File: src/rtl/cmp_rgb_pwm_pkg.sv
// cmp_rgb_pkg: shared types and constants for the RGB compare-to-colour block.
//   state_t    : handshake/compare FSM states
//   cmp_code_t : committed comparison result encoding
//   COL_*      : 3-bit {R,G,B} colour patterns, plus colour_of() lookup
package cmp_rgb_pkg;

  typedef enum logic [1:0] {
    S_IDLE = 2'd0,
    S_CMP  = 2'd1,
    S_DONE = 2'd2
  } state_t;

  typedef enum logic [1:0] {
    CMP_NONE = 2'b00,
    CMP_GT   = 2'b01,
    CMP_EQ   = 2'b10,
    CMP_LT   = 2'b11
  } cmp_code_t;

  localparam logic [2:0] COL_DARK = 3'b000;
  localparam logic [2:0] COL_GT   = 3'b101;  // magenta
  localparam logic [2:0] COL_EQ   = 3'b110;  // yellow
  localparam logic [2:0] COL_LT   = 3'b011;  // cyan

  function automatic logic [2:0] colour_of(input cmp_code_t code);
    logic [2:0] col;
    col = COL_DARK;
    unique case (code)
      CMP_GT:  col = COL_GT;
      CMP_EQ:  col = COL_EQ;
      CMP_LT:  col = COL_LT;
      default: col = COL_DARK;
    endcase
    return col;
  endfunction

endpackage

File: src/rtl/cmp_rgb_pwm_rgb_pwm.sv
// rgb_pwm: shared-duty PWM brightness gate for the three LED channels.
//   clk, rst_n        : clock, synchronous active-low reset
//   duty[PWM_BITS-1:0]: on-time per 2^PWM_BITS-cycle period, sampled every cycle
//   colour[2:0]       : {R,G,B} enable pattern
//   red, green, blue  : registered, PWM-gated LED drives (active-high)
module rgb_pwm #(
  parameter int PWM_BITS = 8
) (
  input  logic                clk,
  input  logic                rst_n,
  input  logic [PWM_BITS-1:0] duty,
  input  logic [2:0]          colour,
  output logic                red,
  output logic                green,
  output logic                blue
);

  logic [PWM_BITS-1:0] pwm_cnt;
  logic                pwm_on_d;

  // Strict less-than: duty=0 never lights, all-ones lights all but one slot.
  assign pwm_on_d = (pwm_cnt < duty);

  // Stage p0 -> p1: counter advance and registered gating of colour by pwm_on.
  always_ff @(posedge clk) begin
    if (!rst_n) begin
      pwm_cnt <= '0;
      red     <= 1'b0;
      green   <= 1'b0;
      blue    <= 1'b0;
    end else begin
      pwm_cnt <= pwm_cnt + 1'b1;
      red     <= colour[2] & pwm_on_d;
      green   <= colour[1] & pwm_on_d;
      blue    <= colour[0] & pwm_on_d;
    end
  end

endmodule

File: src/rtl/cmp_rgb_pwm.sv
// cmp_rgb_pwm: handshaked magnitude comparator driving a PWM-dimmed RGB LED.
//   clk, rst_n     : clock, synchronous active-low reset
//   in_valid/ready : operand handshake; a, b [WIDTH-1:0] captured on accept
//   duty           : LED on-time per PWM period [PWM_BITS-1:0]
//   out_valid      : one-cycle pulse when cmp_code/colour are committed
//   cmp_code[1:0]  : 00 none, 01 A>B, 10 A==B, 11 A<B (held until next result)
//   red/green/blue : PWM-gated colour outputs
// Build option: define CMP_SIGNED_EN for two's-complement comparison.
module cmp_rgb_pwm #(
  parameter int WIDTH    = 4,
  parameter int PWM_BITS = 8
) (
  input  logic                clk,
  input  logic                rst_n,
  input  logic                in_valid,
  output logic                in_ready,
  input  logic [WIDTH-1:0]    a,
  input  logic [WIDTH-1:0]    b,
  input  logic [PWM_BITS-1:0] duty,
  output logic                out_valid,
  output logic [1:0]          cmp_code,
  output logic                red,
  output logic                green,
  output logic                blue
);
  import cmp_rgb_pkg::*;

  state_t           state;
  logic [WIDTH-1:0] op_a;
  logic [WIDTH-1:0] op_b;
  cmp_code_t        cmp_res;
  logic [2:0]       colour;

  function automatic cmp_code_t compare(input logic [WIDTH-1:0] x,
                                        input logic [WIDTH-1:0] y);
    cmp_code_t r;
`ifdef CMP_SIGNED_EN
    logic signed [WIDTH-1:0] sx;
    logic signed [WIDTH-1:0] sy;
    sx = $signed(x);
    sy = $signed(y);
    if (sx > sy)       r = CMP_GT;
    else if (sx == sy) r = CMP_EQ;
    else               r = CMP_LT;
`else
    if (x > y)         r = CMP_GT;
    else if (x == y)   r = CMP_EQ;
    else               r = CMP_LT;
`endif
    return r;
  endfunction

  // Stage p0: operand capture on accept. Stage p1: registered compare.
  // Data registers carry no reset; an in-flight pair is dropped by the FSM.
  always_ff @(posedge clk) begin
    if (in_ready && in_valid) begin
      op_a <= a;
      op_b <= b;
    end
    if (state == S_CMP) begin
      cmp_res <= compare(op_a, op_b);
    end
  end

  // Stage p2: control FSM and commit of result/colour.
  always_ff @(posedge clk) begin
    if (!rst_n) begin
      state     <= S_IDLE;
      in_ready  <= 1'b1;
      out_valid <= 1'b0;
      cmp_code  <= CMP_NONE;
      colour    <= COL_DARK;
    end else begin
      out_valid <= 1'b0;
      unique case (state)
        S_IDLE: begin
          if (in_valid) begin
            state    <= S_CMP;
            in_ready <= 1'b0;
          end
        end
        S_CMP: begin
          state <= S_DONE;
        end
        S_DONE: begin
          cmp_code  <= cmp_res;
          colour    <= colour_of(cmp_res);
          out_valid <= 1'b1;
          in_ready  <= 1'b1;
          state     <= S_IDLE;
        end
        default: begin
          state    <= S_IDLE;
          in_ready <= 1'b1;
        end
      endcase
    end
  end

  rgb_pwm #(
    .PWM_BITS(PWM_BITS)
  ) u_pwm (
    .clk   (clk),
    .rst_n (rst_n),
    .duty  (duty),
    .colour(colour),
    .red   (red),
    .green (green),
    .blue  (blue)
  );

endmodule

File: config.mk
export PLATFORM = sky130hd
export DESIGN_NAME = cmp_rgb_pwm
export DESIGN_NICKNAME = d
export VERILOG_FILES = /design/src/rtl/cmp_rgb_pwm_pkg.sv /design/src/rtl/cmp_rgb_pwm_rgb_pwm.sv /design/src/rtl/cmp_rgb_pwm.sv
export SDC_FILE = /design/constraint.sdc
export NUM_CORES = 1
export LEC_CHECK = 0
export CAP_MARGIN = 5
export CORE_MARGIN = 2
export CORE_UTILIZATION = 45
export DETAILED_ROUTE_END_ITERATION = 16
export PLACE_DENSITY = 0.71
export SLEW_MARGIN = 20
export SYNTH_ARGS = -nofsm -noshare
export SYNTH_HDL_FRONTEND = slang
export SYNTH_SLANG_ARGS = --single-unit
File: constraint.sdc
create_clock -name clk -period 1.95 [get_ports clk]
set_clock_uncertainty 0.2 [all_clocks]
set_input_delay 0.39 -clock clk [delete_from_list [all_inputs] [get_ports clk]]
set_output_delay 0.39 -clock clk [all_outputs]
set_load 0.02 [all_outputs]
Yosys cells after proc, flatten, opt, wreduce, memory -nomap -nowiden
Index checks and enable logic that the tools add are counted.
- $add $sub $neg: 1
- magnitude comparators: 2
- equality and inequality tests: 7
- mux-type cells: 7
- bitwise gates (word level): 4
- reductions and logical operators: 3
- operators by type and width (kind ; count):
    one-hot mux 3 bit (3 select lines) ; 1
    adder 8 x 1 -> 8 bit, second input constant ; 1
    < comparator 8 bit ; 1
    == test 2 bit, second input constant ; 3
    == test 2 x 1 -> 1 bit, second input constant ; 2
    == test 4 bit ; 1
    > comparator 4 bit ; 1
    one-hot mux 2 bit (2 select lines) ; 1
    AND 1 bit ; 3
    2-to-1 mux 1 bit ; 3
    zero test 2 bit ; 1
    2-to-1 mux 2 bit ; 1
    inequality test 2 bit, second input constant ; 1
    one-hot mux 1 bit (2 select lines) ; 1
    AND reduction 2 bit ; 1
    logical AND 1 bit ; 1
    NOT 1 bit ; 1
- register bits: 30
- bits of input ports: 19
- logic and storage cells: 36

Logic depth before layout (Yosys ltp)
Gate-level depths: netlist (run 1).
- depth after elaboration: 3
- gate-level depth with buffers: 5

Modules after synthesis
A second synthesis (run 1) with hierarchy kept.
- cell total of the unflattened synthesis: 128
- area total of the unflattened synthesis: 1400.1 µm²
- modules (own cells, without submodules) (module ; times used ; cells each ; area an instance (µm²) ; sequential area each (µm²)):
    cmp_rgb_pwm ; 1 ; 61 ; 817.0 ; 480.5
    rgb_pwm ; 1 ; 67 ; 583.1 ; 220.2

Worst setup path after synthesis (run 1)
Ideal clock, no wire load.
- path type: register to register
- start point: register op_a[1]
- end point: register cmp_res[1] (data pin)
- library setup time: 152 ps
- arrival: 1078 ps
- required time: 1598 ps
- setup slack: 519 ps
- stages on the path, launching flop included: 5
- cell sequence: edfxtp_1 > ha_1 > nor2b_1 > o211a_1 > o21ai_0
- word-level cells in the longest chain between the ends: 1
- RTL lines (what ; RTL line ; source):
    start: declaration ; cmp_rgb_pwm.sv:29 ; logic [WIDTH-1:0] op_a;
    start signal: assignment ; cmp_rgb_pwm.sv:57 ; op_a <= a;
    > comparator 4 bit ; cmp_rgb_pwm.sv:46 ; if (x > y) r = CMP_GT;
    end signal: assignment ; cmp_rgb_pwm.sv:61 ; cmp_res <= compare(op_a, op_b);
    end: declaration ; cmp_rgb_pwm.sv:31 ; cmp_code_t cmp_res;
No other way between the ends.
A chain may end at the register's enable or synchronous reset.

Worst setup path after layout (run 1)
- start point: register in_ready
- end point: output in_ready
- RTL lines (what ; RTL line ; source):
    start: declaration ; cmp_rgb_pwm.sv:16 ; output logic in_ready,
    start signal: assignment ; cmp_rgb_pwm.sv:69 ; in_ready <= 1'b1;
    start signal: assignment ; cmp_rgb_pwm.sv:79 ; in_ready <= 1'b0;
    start signal: assignment ; cmp_rgb_pwm.sv:89 ; in_ready <= 1'b1;
No word-level cell between the ends.

==> results of run 1 <==
[layout by cell type, fill, tap and decap left out, types with 2 or more instances in the layout]
cell type / synthesis / final
nor2b_1: 4 / 4
nor2_1: 9 / 9
and2_1: 3 / 3
dfxtp_1: 20 / 20
a21oi_1: 5 / 5
mux2i_1: 3 / 3
o21ai_0: 6 / 6
xor2_1: 2 / 2
nor4_1: 2 / 2
a31oi_1: 3 / 3
ha_1: 16 / 16
inv_1: 19 / 19
clkbuf_4: 0 / 5
clkdlybuf4s50_1: 0 / 25
o2111ai_1: 3 / 3
nand3_1: 3 / 3
nand2_1: 2 / 2
edfxtp_1: 10 / 10
buf_4: 0 / 2
[report_power, final]
| group | switching, uW | internal (uW) | leakage, uW |
|---|---|---|---|
| sequential | 17.9 | 675 | 0.000257 |
| combinational | 61.5 | 77.0 | 0.000445 |
| clock | 207 | 174 | 0.0000353 |
[flip-flops by register name (all words and copies together) (netlist names)]
signal         count
cmp_code           2
u_pwm.blue         1
in_ready           1
cmp_res            2
colour             3
out_valid          1
op_a               4
u_pwm.red          1
u_pwm.green        1
u_pwm.pwm_cnt      8
op_b               4
state              2
[metal layers]
metal | track usage [%] | wire (um) | vias up
li1 | - | - | 512
met1 | 16.9 | 1000 | 446
met2 | 27.1 | 1150 | 26
met3 | 7.21 | 131 | 6
met4 | 8.12 | 58 | 0
met5 | 0 | 0 | -
[final cells by class]
cell class / count / share of cell area (%)
inverter: 19 / 4.15
sequential: 30 / 40.8
clock inverter: 1 / 0.291
tap: 31 / 2.26
clock buffer: 7 / 3.20
multi-input combinational: 78 / 33.9
timing repair buffer: 27 / 15.4
[path summary, 6_finish.rpt]
check                                                  from                      to
worst max-delay path                  in_ready$_SDFFE_PN1P_                in_ready
worst max register to register  u_pwm.pwm_cnt[2]$_SDFF_PN0_    u_pwm.red$_SDFF_PN0_
worst min register to register       colour[1]$_SDFFE_PN0P_  colour[1]$_SDFFE_PN0P_
worst min-delay path                 colour[1]$_SDFFE_PN0P_  colour[1]$_SDFFE_PN0P_
[stage by stage]
stage               std cells  setup TNS (ns)  hold WS (ns)
finish                    193               0         0.281
global route              193               0         0.318
CTS                       193               0         0.290
detailed placement        185          -0.239         0.278
global placement          185               0         0.271
floorplan                 129               0         0.242
[cell families after synthesis]
logic type	Yosys count
and+or+nand+nor	33
DFF	30
AOI/OAI and AO/OA	23
buffers and inverters	21
adders and majority gates	16
xor gates and xnor gates	3
muxes	3
==> metrics.cfg, run 1 <==
[status]
status=complete, no violations

[sta]
hold_viol_final=0
fin_crit_ns=1.87
slew_viol_final=0
setup_ws_ns=0.0798
fmax_ghz=0.535
relSlewSlack_pct=72.7
rsz0062_at_grt=no
setup_viol=0
worst_slew_pin_slew_ns=0.410
period_share_pct=95.9

[global_routing]
grt_first_pass_wirelength_um=4050
first_global_vias=970
grtUsageTotal_pct=16.1
gr-total-overflow=0
grt_max_degree=15
antenna_found_initial=0

[floorplan]
ios=26
die_x_um=59.1
die_h_um=59.1
die_area_sq_mm=0.00349
initial_core_util_pct=48.2
core_sq_mm=0.00283
rows=19

[yosys]
synthSimpleGateAreaFrac_pct=13.1
synth-xor-area-share_pct=1.93
yosysMostFrequentCell=dfxtp_1
synth_commonest_cells=20 x dfxtp_1, 19 x inv_1, 16 x ha_1
synth_top_family_by_area=adder cells
synth.area.mux_share_pct=2.20
synth_edf_count=10
asyncSetResetFlopFracSynth_pct=0
syn_nets=164
synthTopCellsByArea=dfxtp_1 29%, edfxtp_1 22%, ha_1 15%
synth_seq_cells=30
netlist_area_sq_mm=0.00136
syn_area_per_cell_sq_um=10.6
yosysUniqueCellTypes=35
yosysTopAreaCell=dfxtp_1
synth_compound_area_share_pct=10.8
synth_cells=129
synth_fa_ha_area_share_pct=14.7
seq_area_frac_synth_pct=51.4
ys.flop_type=dfxtp_1
synth_top_area_share_pct=29.4
ys_warn_count=0

[placed_design]
dp_slack_ns=-0.111
placed_area_sq_mm=0.00166
gp_congestion=0.809
port_buffers=25
dpl.hpwl_um=1850

[worst_setup_path]
crit_chain=clkdlybuf4s50_1
crit_path_end_kind=output port
critPathMaxFanout=3
crit_buf_inv=1
cpLargestDelayFamily=buffers and inverters
cp-start-kind=flop
slowest_stage=clkdlybuf4s50_1
crit_cells=1
criticalPathCategory=flop to output port
crit_required_ns=1.36
regToRegSetupSlack_ns=0.44
crit_arrival_ns=1.28
max_stage_delay_ns=0.61
reg2reg_depth=4

[clocking]
clock_sinks=30
cts_buffers=5
cts_setup_buffers=0
cts.path.max_buffers=2
h-tree-depth=2
cts-root-buf=clkbuf_4
ctsResizeCount=0
clock_latency_ns=0.33
cts_tree=built
cts.clk_slew.worst_paths_ns=0.09
postCtsHoldBufs=0

[power]
powerDensity_mw_per_mm2=706
totalPowerFinal_uw=1210
power.leakage_uw=0.000737
max-vdd-ir-drop_mv=0.509

[final_layout]
drive_above_1_share_pct=6.79
fill_cells=250
multi_input_area_sq_um=583
utilization_pct=60.8
design_area_sq_mm=0.00172
fin_nets=196
regArea_sq_um=701
syn2layout_area_growth_pct=26.1
n_antenna_cell=0

[flow_run]
maxCapViolCount=0

[route]
wl_per_cell_um=12.1
routed_wl_um=2340
antenna_left=0
dr_total_vias=990
drtIter0Drc=23
route.detailed.drc=0
vias_per_cell=5.13
dr.pass1.iters=4

[min_path]
hp-class=flop to flop
holdPathStages=2

Power figures use the tool's default switching activity.
==> inputs of run 2 (changes only) <==
- CORE_UTILIZATION: 45 -> 39
- PLACE_DENSITY: 0.71 -> default
==> run 2 against run 1 <==
Power up 8.1%. Sequential cell count unchanged. First-iteration DRC count up 26%. Maximum frequency shrank 0.33%. Non-clock buffer count is the same. Clock power up 26%. Core utilization down 8.2 points. Clock-buffer cell count decreased by 1. Register-to-register slack got worse by 0.04 ns. Worst hold slack improved by 0.0026 ns. Global-route usage is 2.3 points lower. Largest power group unchanged. Highest routed layer unchanged.
==> metrics.cfg, run 2 (synthesized netlist as in run 1, its figures left out) <==
[floorplan]
die_h_um=63.1
core_sq_mm=0.00334
rows=21
initial_core_util_pct=40.9
ios=26
die_x_um=63.1
die_area_sq_mm=0.00399

[clocking]
cts-root-buf=clkbuf_4
cts_buffers=5
ctsResizeCount=0
cts_setup_buffers=0
cts_tree=built
postCtsHoldBufs=0
cts.clk_slew.worst_paths_ns=0.10
clock_sinks=30
clock_latency_ns=0.33
cts.path.max_buffers=2
h-tree-depth=2

[final_layout]
fill_cells=329
largest_register_ffs=8
final_common_cell=clkdlybuf4s50_1
regMostFlops=u_pwm.pwm_cnt
regArea_sq_um=701
utilization_pct=52.5
drive_above_1_share_pct=6.17
multi_input_area_sq_um=583
design_area_sq_mm=0.00175
fin_nets=196
final_cell_mix=25 x clkdlybuf4s50_1, 20 x dfxtp_1, 19 x inv_1
final_cells=208
top_regs=u_pwm.pwm_cnt x8, op_a x4, op_b x4
n_antenna_cell=0
syn2layout_area_growth_pct=28.5

[placed_design]
placed_area_sq_mm=0.00168
dpl.hpwl_um=1810
gp_congestion=0.694
port_buffers=25
dp.cells=200

[route]
dr.pass1.iters=4
route.detailed.drc=0
dr_total_vias=986
drtIter0Drc=29
vias_per_cell=4.74
routed_wl_um=2330
wl_per_cell_um=11.2
antenna_left=0

[sta]
slew_viol_final=0
finalSetupTns_ns=0
fin_crit_ns=1.88
rsz0062_at_grt=no
fmax_ghz=0.533
period_share_pct=96.2
worst_slew_pin_slew_ns=0.423
relSlewSlack_pct=71.8
hold_viol_final=0
setup_viol=0

[global_routing]
grt_max_degree=15
grt_first_pass_wirelength_um=4190
first_global_vias=1016
antenna_found_initial=0
grtUsageTotal_pct=13.8
gr-total-overflow=0

[min_path]
hp-class=flop to flop
hp-start=state[0]$_SDFFE_PN0N_

[worst_setup_path]
crit_start=cmp_code[0]$_SDFFE_PN0P_
crit_buf_inv=1
slowest_stage=clkdlybuf4s50_1
cp-start-kind=flop
crit_arrival_ns=1.29
criticalPathCategory=flop to output port
r2r-start=op_a[1]$_DFFE_PP_
critPathMaxFanout=2
crit_path_end_kind=output port
crit_required_ns=1.36
cpLargestDelayFamily=buffers and inverters
crit_chain=clkdlybuf4s50_1
max_stage_delay_ns=0.60

[power]
max-vdd-ir-drop_mv=0.367
power.leakage_uw=0.000742
powerDensity_mw_per_mm2=749
totalPowerFinal_uw=1310

[status]
status=complete, no violations

[flow_run]
maxCapViolCount=0

==> run 2: cell count changes in the layout (fill, tap and decap cells not counted) <==
cell | before | now
clkinv_1 | 0 | 1
clkbuf_8 | 1 | 0
bufinv_16 | 0 | 1
clkinv_2 | 1 | 0
==> run 2: final cells by class <==
| cell class | instances | area share (%) |
|---|---|---|
| Timing Repair Buffer | 27 | 15.1 |
| Clock buffer | 6 | 2.36 |
| Multi-Input combinational cell | 78 | 33.3 |
| Inverter | 19 | 4.07 |
| Tap cell | 46 | 3.28 |
| Sequential cell | 30 | 40.0 |
| Clock inverter | 2 | 1.93 |
==> run 2: stage by stage <==
step                hold WS (ns)  setup slack (ns)
floorplan                  0.242             0.519
global placement           0.271         -0.000178
detailed placement         0.273           -0.0798
CTS                        0.284            0.0568
global route               0.323            0.0177
finish                     0.284            0.0735
==> run 2: path summary, 6_finish.rpt <==
kind / end / slack, ns / cells past startpoint
hold / removal: state[0]$_SDFFE_PN0N_ / 0.28 / 1
setup reg to reg: cmp_res[1]$_SDFFCE_PN0N_ / 0.40 / 4
hold reg to reg: state[0]$_SDFFE_PN0N_ / 0.28 / 1
setup / recovery: cmp_code[0] / 0.07 / 1
==> run 2: power by group <==
group	internal [uW]	switching, uW
sequential	676	18.1
combinational	77.4	61.4
clock	267	213
total	1020	292
==> run 2: layer usage <==
metal / routed length [um] / GRT usage [%] / share of wire, %
met1: 986 / 14.3 / 42
met2: 1140 / 23.7 / 49
met3: 129 / 4.64 / 5.5
met4: 65 / 9.17 / 2.8
met5: 0 / 0 / 0
==> inputs of run 3 (changes only) <==
- PLACE_DENSITY: default -> 0.67
==> run 3 against run 2 <==
Wire length up 1.2%. Global-route usage shrank 0.57 points. Sequential share of layout area increased by 0.58 points. Sequential cell count stayed put. Critical endpoint is now in_ready. Largest power group unchanged.
==> metrics.cfg, run 3 (synthesized netlist as in run 1, its figures left out) <==
[status]
status=complete, no violations

[final_layout]
final_common_cell=clkdlybuf4s50_1
utilization_pct=51.8
final_cell_mix=25 x clkdlybuf4s50_1, 20 x dfxtp_1, 19 x inv_1
regMostFlops=u_pwm.pwm_cnt
fill_cells=318
syn2layout_area_growth_pct=26.7
fin_nets=196
n_antenna_cell=0
largest_register_ffs=8
drive_above_1_share_pct=6.17
design_area_sq_mm=0.00173
top_regs=u_pwm.pwm_cnt x8, op_a x4, op_b x4

[floorplan]
rows=21
ios=26
initial_core_util_pct=40.9
die_area_sq_mm=0.00399
core_sq_mm=0.00334
die_h_um=63.1
die_x_um=63.1

[sta]
setup_ws_ns=0.0808
hold_viol_final=0
setup_viol=0
period_share_pct=95.9
rsz0062_at_grt=no
slew_viol_final=0
worst_slew_pin_slew_ns=0.426
fin_crit_ns=1.87
fmax_ghz=0.535
relSlewSlack_pct=71.6

[placed_design]
dp_slack_ns=-0.110
port_buffers=25
gp_congestion=0.712
dpl.hpwl_um=1890
placed_area_sq_mm=0.00168

[global_routing]
grt_first_pass_wirelength_um=4050
first_global_vias=988
grtUsageTotal_pct=13.3
gr-total-overflow=0
grt_max_degree=15
antenna_found_initial=0

[min_path]
hp-class=flop to flop

[clocking]
cts.path.max_buffers=2
ctsResizeCount=0
cts_tree=built
h-tree-depth=2
cts_setup_buffers=0
postCtsHoldBufs=0
clock_sinks=30
cts.clk_slew.worst_paths_ns=0.09
cts_buffers=5
clock_latency_ns=0.32
cts-root-buf=clkbuf_4

[power]
power.leakage_uw=0.000732
max-vdd-ir-drop_mv=0.402
p_int_uw=888
combPwrFrac_pct=11.9
powerDensity_mw_per_mm2=678
p_sw_share_pct=24.2
p_sw_uw=284
pwr-share-seq_pct=59.1
clkPwrFrac_pct=29.0

[worst_setup_path]
crit_buf_inv=1
critPathMaxFanout=3
cp-start-kind=flop
slowest_stage=clkdlybuf4s50_1
crit_path_end_kind=output port
crit_arrival_ns=1.28
criticalPathCategory=flop to output port
cpLargestDelayFamily=buffers and inverters
crit_required_ns=1.36
crit_chain=clkdlybuf4s50_1
max_stage_delay_ns=0.61

[route]
wl_per_cell_um=11.3
antenna_left=0
vias_per_cell=4.77
route.detailed.drc=0
dr_total_vias=993
routed_wl_um=2350
dr.pass1.iters=4
drtIter0Drc=30

[flow_run]
maxCapViolCount=0

-- run 3: changes by cell type in the layout (fill, tap and decap cells not counted), sizes merged --
cell,previous run,this run
bufinv,1,0
clkinv,1,2
-- run 3: final timing paths --
kind	start	end	slack (ns)	cells after the start
setup reg to reg	u_pwm.pwm_cnt[2]$_SDFF_PN0_	u_pwm.green$_SDFF_PN0_	0.40	4
setup / recovery	in_ready$_SDFFE_PN1P_	in_ready	0.08	1
hold reg to reg	colour[1]$_SDFFE_PN0P_	colour[1]$_SDFFE_PN0P_	0.29	2
hold / removal	colour[1]$_SDFFE_PN0P_	colour[1]$_SDFFE_PN0P_	0.29	2
-- run 3: layer usage --
layer | vias up | part of all wire [%] | GRT usage, %
met5 | - | 0 | 0
met4 | 0 | 1.7 | 5.83
met3 | 5 | 6.1 | 5.89
met2 | 24 | 51 | 23.7
met1 | 453 | 41 | 13.2
li1 | 511 | - | -
-- run 3: power by group through the flow --
stage	clock (uW)	sequential (uW)	combinational, uW
3_3_place_gp	0	707	134
4_1_cts	348	693	142
2_1_floorplan	0	709	69.7
5_1_grt	385	697	157
6_report	340	693	140
3_5_place_dp	0	708	141
-- run 3: final cells by class --
class	instances	area, sq um	share of cell area (%)
Timing Repair Buffer	27	265	15.4
Clock buffer	6	41.3	2.39
Inverter	19	71.3	4.13
Multi-Input combinational cell	78	583	33.7
Clock inverter	2	8.76	0.507
Sequential cell	30	701	40.6
Tap cell	46	57.6	3.33
-- run 3: worst register-to-register path: stages (launching register included) --
cell and delay, ns:
dfxtp_1 0.37, ha_1 0.21, nor4_1 0.28, o21ai_0 0.21
a31oi_1 0.21
-- run 3: stage by stage --
step / power, uW / std cells / hold WS, ns / setup TNS [ns]
2_1_floorplan: 779 / 129 / 0.242 / 0
3_3_place_gp: 842 / 200 / 0.271 / -0.0185
3_5_place_dp: 848 / 200 / 0.280 / -0.264
4_1_cts: 1180 / 208 / 0.294 / 0
5_1_grt: 1240 / 208 / 0.320 / 0
6_report: 1170 / 208 / 0.285 / 0
